$ cat config.mk
export PLATFORM = sky130hd
export DESIGN_NAME = sha3_padder_multi
export DESIGN_NICKNAME = d
export VERILOG_FILES = /design/src/rtl/sha3_pkg.sv /design/src/rtl/sha3_pad_word.sv /design/src/rtl/sha3_padder_multi.sv
export SDC_FILE = /design/constraint.sdc
export NUM_CORES = 2
export LEC_CHECK = 0
export ABC_AREA = 1
export CORE_AREA = 2 2 475 477
export DETAILED_ROUTE_END_ITERATION = 8
export DIE_AREA = 0 0 477 479
export PLACE_DENSITY = 0.55
export SLEW_MARGIN = 20
export SYNTH_ARGS = -nofsm -noshare
export SYNTH_HDL_FRONTEND = slang
export SYNTH_SLANG_ARGS = --single-unit
$ cat constraint.sdc
create_clock -name clk -period 5.6 [get_ports clk]
set_input_delay 1.68 -clock clk [delete_from_list [all_inputs] [get_ports clk]]
set_output_delay 1.68 -clock clk [all_outputs]
set_load 0.1 [all_outputs]
$ cat src/rtl/sha3_pkg.sv
// Shared constants and types for the SHA-3 / Keccak padder.
// Latency: n/a (package only).
// Backpressure: n/a (package only).
package sha3_pkg;

    typedef enum logic [1:0] {
        MODE_224 = 2'd0,
        MODE_256 = 2'd1,
        MODE_384 = 2'd2,
        MODE_512 = 2'd3
    } mode_e;

    typedef enum logic [1:0] {
        ACCEPT = 2'd0,
        FULL   = 2'd1,
        DONE   = 2'd2
    } state_e;

    localparam logic [7:0] DOMAIN_KECCAK = 8'h01;
    localparam logic [7:0] DOMAIN_SHA3   = 8'h06;
    localparam logic [7:0] PAD_END       = 8'h80;

    // Sponge rate in bits for each digest size.
    function automatic logic [10:0] rate_bits(input logic [1:0] mode);
        case (mode_e'(mode))
            MODE_224: rate_bits = 11'd1152;
            MODE_256: rate_bits = 11'd1088;
            MODE_384: rate_bits = 11'd832;
            default:  rate_bits = 11'd576;
        endcase
    endfunction

endpackage

$ cat src/rtl/sha3_pad_word.sv
// Pads the final message word: keeps bytes below byte_num, inserts the domain byte, zeroes the rest.
// Latency: combinational.
// Backpressure: none; pure function of its inputs.
module sha3_pad_word
    import sha3_pkg::*;
#(
    parameter int W = 64
) (
    input  logic [W-1:0]            word,
    input  logic [$clog2(W/8)-1:0]  byte_num,
    input  logic [7:0]              domain,
    input  logic                    final_pos,
    output logic [W-1:0]            padded
);

    localparam int NB   = W / 8;
    localparam int BN_W = $clog2(NB);

    // Byte-wise select, then fold in the pad-end bit when this word closes the block.
    always_comb begin
        padded = '0;
        for (int i = 0; i < NB; i++) begin
            if (BN_W'(i) < byte_num) begin
                padded[i*8 +: 8] = word[i*8 +: 8];
            end else if (BN_W'(i) == byte_num) begin
                padded[i*8 +: 8] = domain;
            end
        end
        if (final_pos) begin
            padded[W-1 -: 8] = padded[W-1 -: 8] | PAD_END;
        end
    end

endmodule

$ cat src/rtl/sha3_padder_multi.sv
// Packs a byte-granular W-bit word stream into rate-sized padded blocks (rate chosen per message).
// Latency: out_ready rises the cycle after the block-completing word is accepted.
// Backpressure: buffer_full holds off input while a block waits for f_ack; input is dropped after the last block.
module sha3_padder_multi
    import sha3_pkg::*;
#(
    parameter int W        = 64,
    parameter int MAX_RATE = 1152
) (
    input  logic                    clk,
    input  logic                    reset,
    input  logic [W-1:0]            in,
    input  logic                    in_ready,
    input  logic                    is_last,
    input  logic [$clog2(W/8)-1:0]  byte_num,
    input  logic [1:0]              mode,
    input  logic                    fips,
    output logic                    buffer_full,
    output logic [MAX_RATE-1:0]     out,
    output logic                    out_ready,
    output logic                    out_last,
    input  logic                    f_ack
);

    localparam int MAX_W = MAX_RATE / W;
    localparam int CNT_W = $clog2(MAX_W + 1);

    state_e              state;
    state_e              state_nxt;
    logic [CNT_W-1:0]    cnt;
    logic                latched;
    logic [1:0]          mode_q;
    logic                fips_q;
    logic                last_q;
    logic [MAX_RATE-1:0] blk;
    logic [MAX_RATE-1:0] blk_nxt;

    logic [1:0]          eff_mode;
    logic                eff_fips;
    logic [CNT_W-1:0]    rate_w;
    logic [7:0]          domain;
    logic                acc;
    logic                final_pos;
    logic                fill_done;
    logic [W-1:0]        padded;

    // The first accepted word of a message uses the live mode/fips; later words use the latched copy.
    assign eff_mode  = latched ? mode_q : mode;
    assign eff_fips  = latched ? fips_q : fips;
    assign rate_w    = CNT_W'(int'(rate_bits(eff_mode)) / W);
    assign domain    = eff_fips ? DOMAIN_SHA3 : DOMAIN_KECCAK;
    assign acc       = (state == ACCEPT) && in_ready;
    assign final_pos = (cnt == rate_w - CNT_W'(1));
    assign fill_done = ((cnt + CNT_W'(1)) == rate_w);

    sha3_pad_word #(
        .W (W)
    ) u_pad (
        .word      (in),
        .byte_num  (byte_num),
        .domain    (domain),
        .final_pos (final_pos),
        .padded    (padded)
    );

    // Next block contents: write the accepted word at cnt; on the last word also set the pad-end bit.
    always_comb begin
        blk_nxt = blk;
        if (acc) begin
            if (is_last) begin
                blk_nxt[int'(cnt)*W +: W] = padded;
                if (!final_pos) begin
                    blk_nxt[int'(rate_w)*W-8 +: 8] = blk_nxt[int'(rate_w)*W-8 +: 8] | PAD_END;
                end
            end else begin
                blk_nxt[int'(cnt)*W +: W] = in;
            end
        end
    end

    // State register.
    always_ff @(posedge clk) begin
        if (!reset) begin
            state <= ACCEPT;
        end else begin
            state <= state_nxt;
        end
    end

    // Next-state and output decode.
    always_comb begin
        state_nxt   = state;
        out_ready   = 1'b0;
        buffer_full = 1'b0;
        case (state)
            ACCEPT: begin
                if (acc && (is_last || fill_done)) begin
                    state_nxt = FULL;
                end
            end
            FULL: begin
                out_ready   = 1'b1;
                buffer_full = 1'b1;
                if (f_ack) begin
                    state_nxt = last_q ? DONE : ACCEPT;
                end
            end
            DONE: begin
                state_nxt = DONE;
            end
            default: begin
                state_nxt = ACCEPT;
            end
        endcase
    end

    assign out      = blk;
    assign out_last = last_q;

    // Block register, word counter and per-message mode latch.
    always_ff @(posedge clk) begin
        if (!reset) begin
            blk     <= '0;
            cnt     <= '0;
            last_q  <= 1'b0;
            latched <= 1'b0;
            mode_q  <= 2'd0;
            fips_q  <= 1'b0;
        end else if (acc) begin
            blk <= blk_nxt;
            cnt <= cnt + CNT_W'(1);
            if (is_last) begin
                last_q <= 1'b1;
            end
            if (!latched) begin
                latched <= 1'b1;
                mode_q  <= mode;
                fips_q  <= fips;
            end
        end else if ((state == FULL) && f_ack) begin
            blk    <= '0;
            cnt    <= '0;
            last_q <= 1'b0;
        end
    end

endmodule

# Word-level counts from Yosys, hierarchy flattened
# Index checks and enable logic that the tools add are counted.
[op_classes]
shift = 6
n_eq_ne = 16
n_mux = 38
addsub = 5
bitwise_logic = 0
order_cmp = 8
div_mod_pow = 0
multipliers = 0
reduce_logical = 10
[ops]
columns = ["cell", "n"]
rows = [
  ["$mux 1152", 4],
  ["$bwmux 1152", 3],
  ["$shiftx 64x33->1152", 2],
  ["$shift 64x33->1152 const A", 1],
  ["$shift 8x33->1152 const A", 1],
  ["$shiftx 1152x12->7", 1],
  ["$shiftx 8x33->1152", 1],
  ["$mux 8", 9],
  ["$neg 11->33", 1],
  ["$neg 12->33", 1],
  ["$pmux 11 s3", 1],
  ["$mux 3", 9],
  ["$eq 3x3->1 const A", 4],
  ["$lt 3x3->1 const A", 4],
  ["$sub 11x4->12 const B", 1],
  ["$eq 5x5->1", 2],
  ["$mux 5", 2],
  ["$mux 2", 4],
  ["$eq 2x3->1 const A", 2],
  ["$lt 1x3->1 const A", 2],
  ["$lt 2x3->1 const A", 2],
  ["$pmux 2 s3", 1],
  ["$add 5x1->5 const B", 1],
  ["$mux 1", 5],
  ["other kinds (12)", 19],
]
[word_totals]
mem_bits_rw = 0
elab_cells = 90
memories = 0
latchBits = 0
out_inout_bits = 1155
romBits = 0
regBits = 1164
in_bits = 75

# Longest topological paths before layout
[depth]
word_depth = 14
depth_mapped = 22

# By module
# A second synthesis with hierarchy kept.
[hier_totals]
hier_cells = 8343
hier_area_um2 = 55888.6
[modules_own_cells]
columns = ["module", "area_per_inst_um2", "n_inst", "cells_per_inst"]
rows = [
  ["sha3_padder_multi", 54942.7, 1, 8123],
  ["sha3_pad_word", 945.9, 1, 220],
]

# Worst setup path before layout
# Ideal clock, no wire load.
[synth_path]
kind = "reg2out"
start = "register state[0]"
end = "output out_ready"
n_path_buf = 1
arrival_ns = 2.195
path_stages_with_launch = 4
required_time_ns = 3.920
setup_slack_ns = 1.725
cell_sequence = "dfxtp_1 -> inv_1 -> nor2_1 -> buf_4"
[synth_via]
elab_chain_len = 2
[synth_lines]
columns = ["item", "line_no", "text"]
rows = [
  ["from (decl)", "sha3_padder_multi.sv:28", "state_e state;"],
  ["from (signal assigned)", "sha3_padder_multi.sv:86", "state <= state_nxt;"],
  ["$eq 2x1->1", "-", ""],
  ["$mux 1", "-", ""],
  ["to (decl)", "sha3_padder_multi.sv:20", "output logic out_ready,"],
]
# No other way between the ends.

# Worst setup path in the final report
[layout_path]
start = "input byte_num[1]"
end = "register blk[864], in the netlist out[864]"
[layout_via]
elab_chain_len = 12
elab_cells_between_ends = 41
[layout_lines]
columns = ["item", "line_no", "text"]
rows = [
  ["from (decl)", "sha3_padder_multi.sv:15", "input logic [$clog2(W/8)-1:0] byte_num,"],
  ["branches (longest 4 deep; another with $lt 3x3->1)", "-", ""],
  ["$shiftx 64x33->1152 *", "sha3_padder_multi.sv:71", "blk_nxt[int'(cnt)*W +: W] = padded;"],
  ["$bwmux 1152 *", "sha3_padder_multi.sv:71", ""],
  ["$shiftx 1152x12->7", "sha3_padder_multi.sv:73", "blk_nxt[int'(rate_w)*W-8 +: 8] = blk_nxt[int'(rate_w)*W-8 +: 8] | PAD_END;"],
  ["$shiftx 8x33->1152", "sha3_padder_multi.sv:73", ""],
  ["$bwmux 1152", "sha3_padder_multi.sv:73", ""],
  ["$mux 1152 *", "sha3_padder_multi.sv:72", "if (!final_pos) begin"],
  ["$mux 1152 *", "sha3_padder_multi.sv:70", "if (is_last) begin"],
  ["$mux 1152 *", "sha3_padder_multi.sv:129", "end else if (acc) begin"],
  ["to (signal assigned)", "sha3_padder_multi.sv:130", "blk <= blk_nxt;"],
  ["to (decl)", "sha3_padder_multi.sv:35", "logic [MAX_RATE-1:0] blk;"],
]
# Every way passes the cells marked *.
# A chain may end at the register's enable or synchronous reset.

==> Implementation_results.wiki <==
{| class="wikitable"
! Metric !! Value
|-
| Power Dens Cells || 331 nW/µm²
|-
| Worst EP arrival || 6.10 ns
|-
| Worst Setup End Kind || register
|-
| Dpl hpwl || 356 mm
|-
| Fraction of power spent switching nets || 0.387
|-
| Flip-flop and latch count after synthesis || 1,164
|-
| Cts repair resizes || 0
|-
| Smallest hold slack || 0.459 ns
|-
| Slack of the worst reg-to-reg path || 0.33 ns
|-
| Area delta synth->final || 39.1%
|-
| Routed vias/inst || 5.50
|-
| Critical path peak fanout || 9
|-
| Worst-Skew Late Latency || 0.85 ns
|-
| Post-route DRC violation count || 0
|-
| Commonest cells after routing, fill and taps aside || nand2_1, dfxtp_1, a21oi_1
|-
| Crit-path slowest cell || o21ai_0
|-
| Top metal layer carrying routed signals || met5
|-
| M1 wire length || 174 mm
|-
| Critical path startpoint category || input port
|-
| Synth unique cells || 45
|-
| TritonCTS clock tree || yes
|-
| RSZ-0062 raised after global routing || no
|-
| WL per Instance || 37.4 µm
|-
| Final worst slack || 0.270 ns
|-
| Cell accounting for the most synthesized area || dfxtp_1
|-
| FMAX || 0.188 GHz
|-
| Most common library cell in the layout ignoring fill and taps || nand2_1
|-
| Utilization after layout || 0.332
|-
| Worst hold-check path type || reg2reg
|-
| Post-detailed-placement cell area || 69,300 µm²
|-
| Worst slew margin || 0.139
|-
| Combinational cell fraction of total power || 0.250
|-
| Leak Pwr || 27.5 nW
|-
| Syn nets || 8,035
|-
| First-pass GRT wire length || 597 mm
|-
| Die Wd || 477 µm
|-
| Sinks on Clock Net || 1,164
|-
| Hold-fix buffers at CTS || 0
|-
| Worst-case clock buffer depth || 3
|-
| Most common cell on crit path || nand2_1
|-
| Total Nets Final || 9,194
|-
| Reg power frac || 0.346
|-
| Io pins || 1,230
|-
| Post-CTS Repair Setup Buffers || 0
|-
| Detailed-routing iteration count for the pre-antenna-repair pass || 9
|-
| Root Driver || clkbuf_16
|-
| Actual transition at the worst max-transition pin || 1.28 ns
|-
| Total of warnings raised by yosys || 0
|-
| Number of antenna violations at the first check in global routing || 45
|-
| Detailed Route WL || 459 mm
|-
| Clock buffers created by TritonCTS || 146
|-
| Sequential cell area fraction in the yosys report || 0.436
|-
| Leading post-synthesis cells by cell area || dfxtp_1, nand2_1, a21oi_1
|-
| Vias in the first global route || 62.5k
|-
| Maximum number of pins on one net before global-route repair || 130
|-
| Layout cell share with drive strength beyond 1 || 0.120
|-
| Final critical delay including setup and external delays || 5.33 ns
|-
| Run status || completed
|-
| Core area || 224,000 µm²
|-
| Net load switching power || 9.53 mW
|-
| Area share of the largest cell type after synthesis || 0.436
|-
| Cell area after technology mapping || 53,400 µm²
|-
| Avg Synthesized Cell Area || 6.71 µm²
|-
| Worst IR Drop VDD || 363 µV
|-
| Antenna Nets Post-Route || 0
|-
| Ratio of final minimum period to clock period || 0.952
|-
| Detailed-routed wire length on met2 || 200 mm
|-
| Longest individual stage delay on the worst path || 1.11 ns
|-
| Overall die height || 479 µm
|-
| Starting density of the core || 0.239
|-
| GP Congestion || 1.06
|-
| Pre-CTS worst setup slack || -0.273 ns
|-
| Std-Cell Rows || 174
|-
| Reported max-cap violation count || 0
|-
| Full die area || 228,000 µm²
|-
| Clock Pin Slew Worst Setup and Hold Paths || 0.06 ns
|-
| Met3 routed WL || 50.9 mm
|-
| Combined global-route utilization of all metal layers || 0.384
|-
| Final-report setup violation count || 0
|-
| Count of pins over their slew limit || 0
|-
| Post-Layout Inst Area || 74,300 µm²
|-
| Number of port buffers || 1,229
|-
| Kind of critical path || in2reg
|-
| Cell Chain, Critical Path || clkdlybuf4s50_1 > nor2_1 > nand2_1 > o21ai_0 > nand2_1 > nor2_1 > nand3_1 > o21ai_0 > nand2_1 > a21oi_1
|-
| Number of H-tree levels || 4
|-
| Required time worst endpoint || 6.37 ns
|-
| Number of endpoints with negative hold slack in the final report || 0
|-
| Gate Count Post-Synth || 7,957
|-
| First DRT Iteration DRCs || 8,437
|-
| Cell internal power dissipation || 15.1 mW
|-
| Via count of the routed design || 67.4k
|-
| Post-route clock skew || 0.0363 ns
|-
| Clk pwr share || 0.404
|-
| Fill cell count || 24.6k
|-
| Power, Total || 24.6 mW
|-
| Residual overflow from global routing || 0
|}
area by class of cell:
cell class / count / area [µm²] / share of cell area
Antenna cell: 27 / 67.6 / 0.000910
Inverter: 459 / 1750 / 0.0236
Timing Repair Buffer: 1602 / 14500 / 0.196
Clock inverter: 58 / 657 / 0.00884
Tap cell: 2992 / 3740 / 0.0504
Clock buffer: 205 / 4230 / 0.0570
Multi-Input combinational cell: 5743 / 26000 / 0.350
Sequential cell: 1164 / 23300 / 0.314
worst max-delay path, delay by kind of cell:
| family | cells | cell delay [ns] |
|---|---|---|
| buffers and inverters | 1 | 0.74 |
| AO/OA/AOI/OAI | 3 | 1.39 |
| AND/OR/NAND/NOR | 6 | 2.26 |
cells in the mapped netlist (all sizes together):
cell        n
a211oi     15
a21oi    1033
a31o        3
a31oi      16
and2        1
and3        6
buf       308
clkbuf    283
clkinv      8
dfxtp    1164
ha          3
inv       451
nand2    2494
nand3     650
nand3b      5
nand4     178
nor2      673
nor3      164
nor3b       1
nor4       44
o2111ai     3
o211ai     16
o21a        5
o21ai     340
o21bai      2
o22ai      70
o31ai       5
o32ai       2
or2        11
xor2        3
registers in the layout, summed over array words and instances (netlist names):
name      count
out_last      1
mode_q        2
fips_q        1
cnt           5
latched       1
state         2
out        1152
stage by stage:
stage,TNS [ns],instances
after floorplan,0,7957
after global placement,-1.10,12000
after detailed placement,-0.528,12000
after CTS,0,12200
after global routing,0,12200
final,0,12300
kinds of logic after synthesis:
group / after synthesis / synth area share
AOI/OAI and AO/OA: 1510 / 0.146
xor gates and xnor gates: 3 / 0.000492
adders and majority gates: 3 / 0.000703
buffers and inverters: 1050 / 0.0811
DFF: 1164 / 0.436
and+or+nand+nor: 4227 / 0.335
routing by layer:
metal  GRT usage  vias to the layer above
met1       0.460                    33500
li1            -                    28500
met4       0.238                       20
met5           0                        -
met2       0.591                     4479
met3       0.128                      954
final timing paths:
path	startpoint	to	cells after the start
worst max-delay path	byte_num[1]	out[864]	10
worst min-delay path	out[94]	out[94]	2
worst max register to register	cnt[0]	out[14]	11
worst min register to register	out[94]	out[94]	2
power groups by stage:
stage / registers [mW] / clock network, mW / logic, mW
6_report: 8.51 / 9.95 / 6.15
5_1_grt: 8.52 / 10.3 / 6.07
4_1_cts: 8.51 / 10.0 / 5.87
3_5_place_dp: 8.69 / 0 / 5.86
3_3_place_gp: 8.68 / 0 / 5.87
2_1_floorplan: 9.45 / 0 / 2.15
No activity file was read; power rests on OpenSTA's default activity.
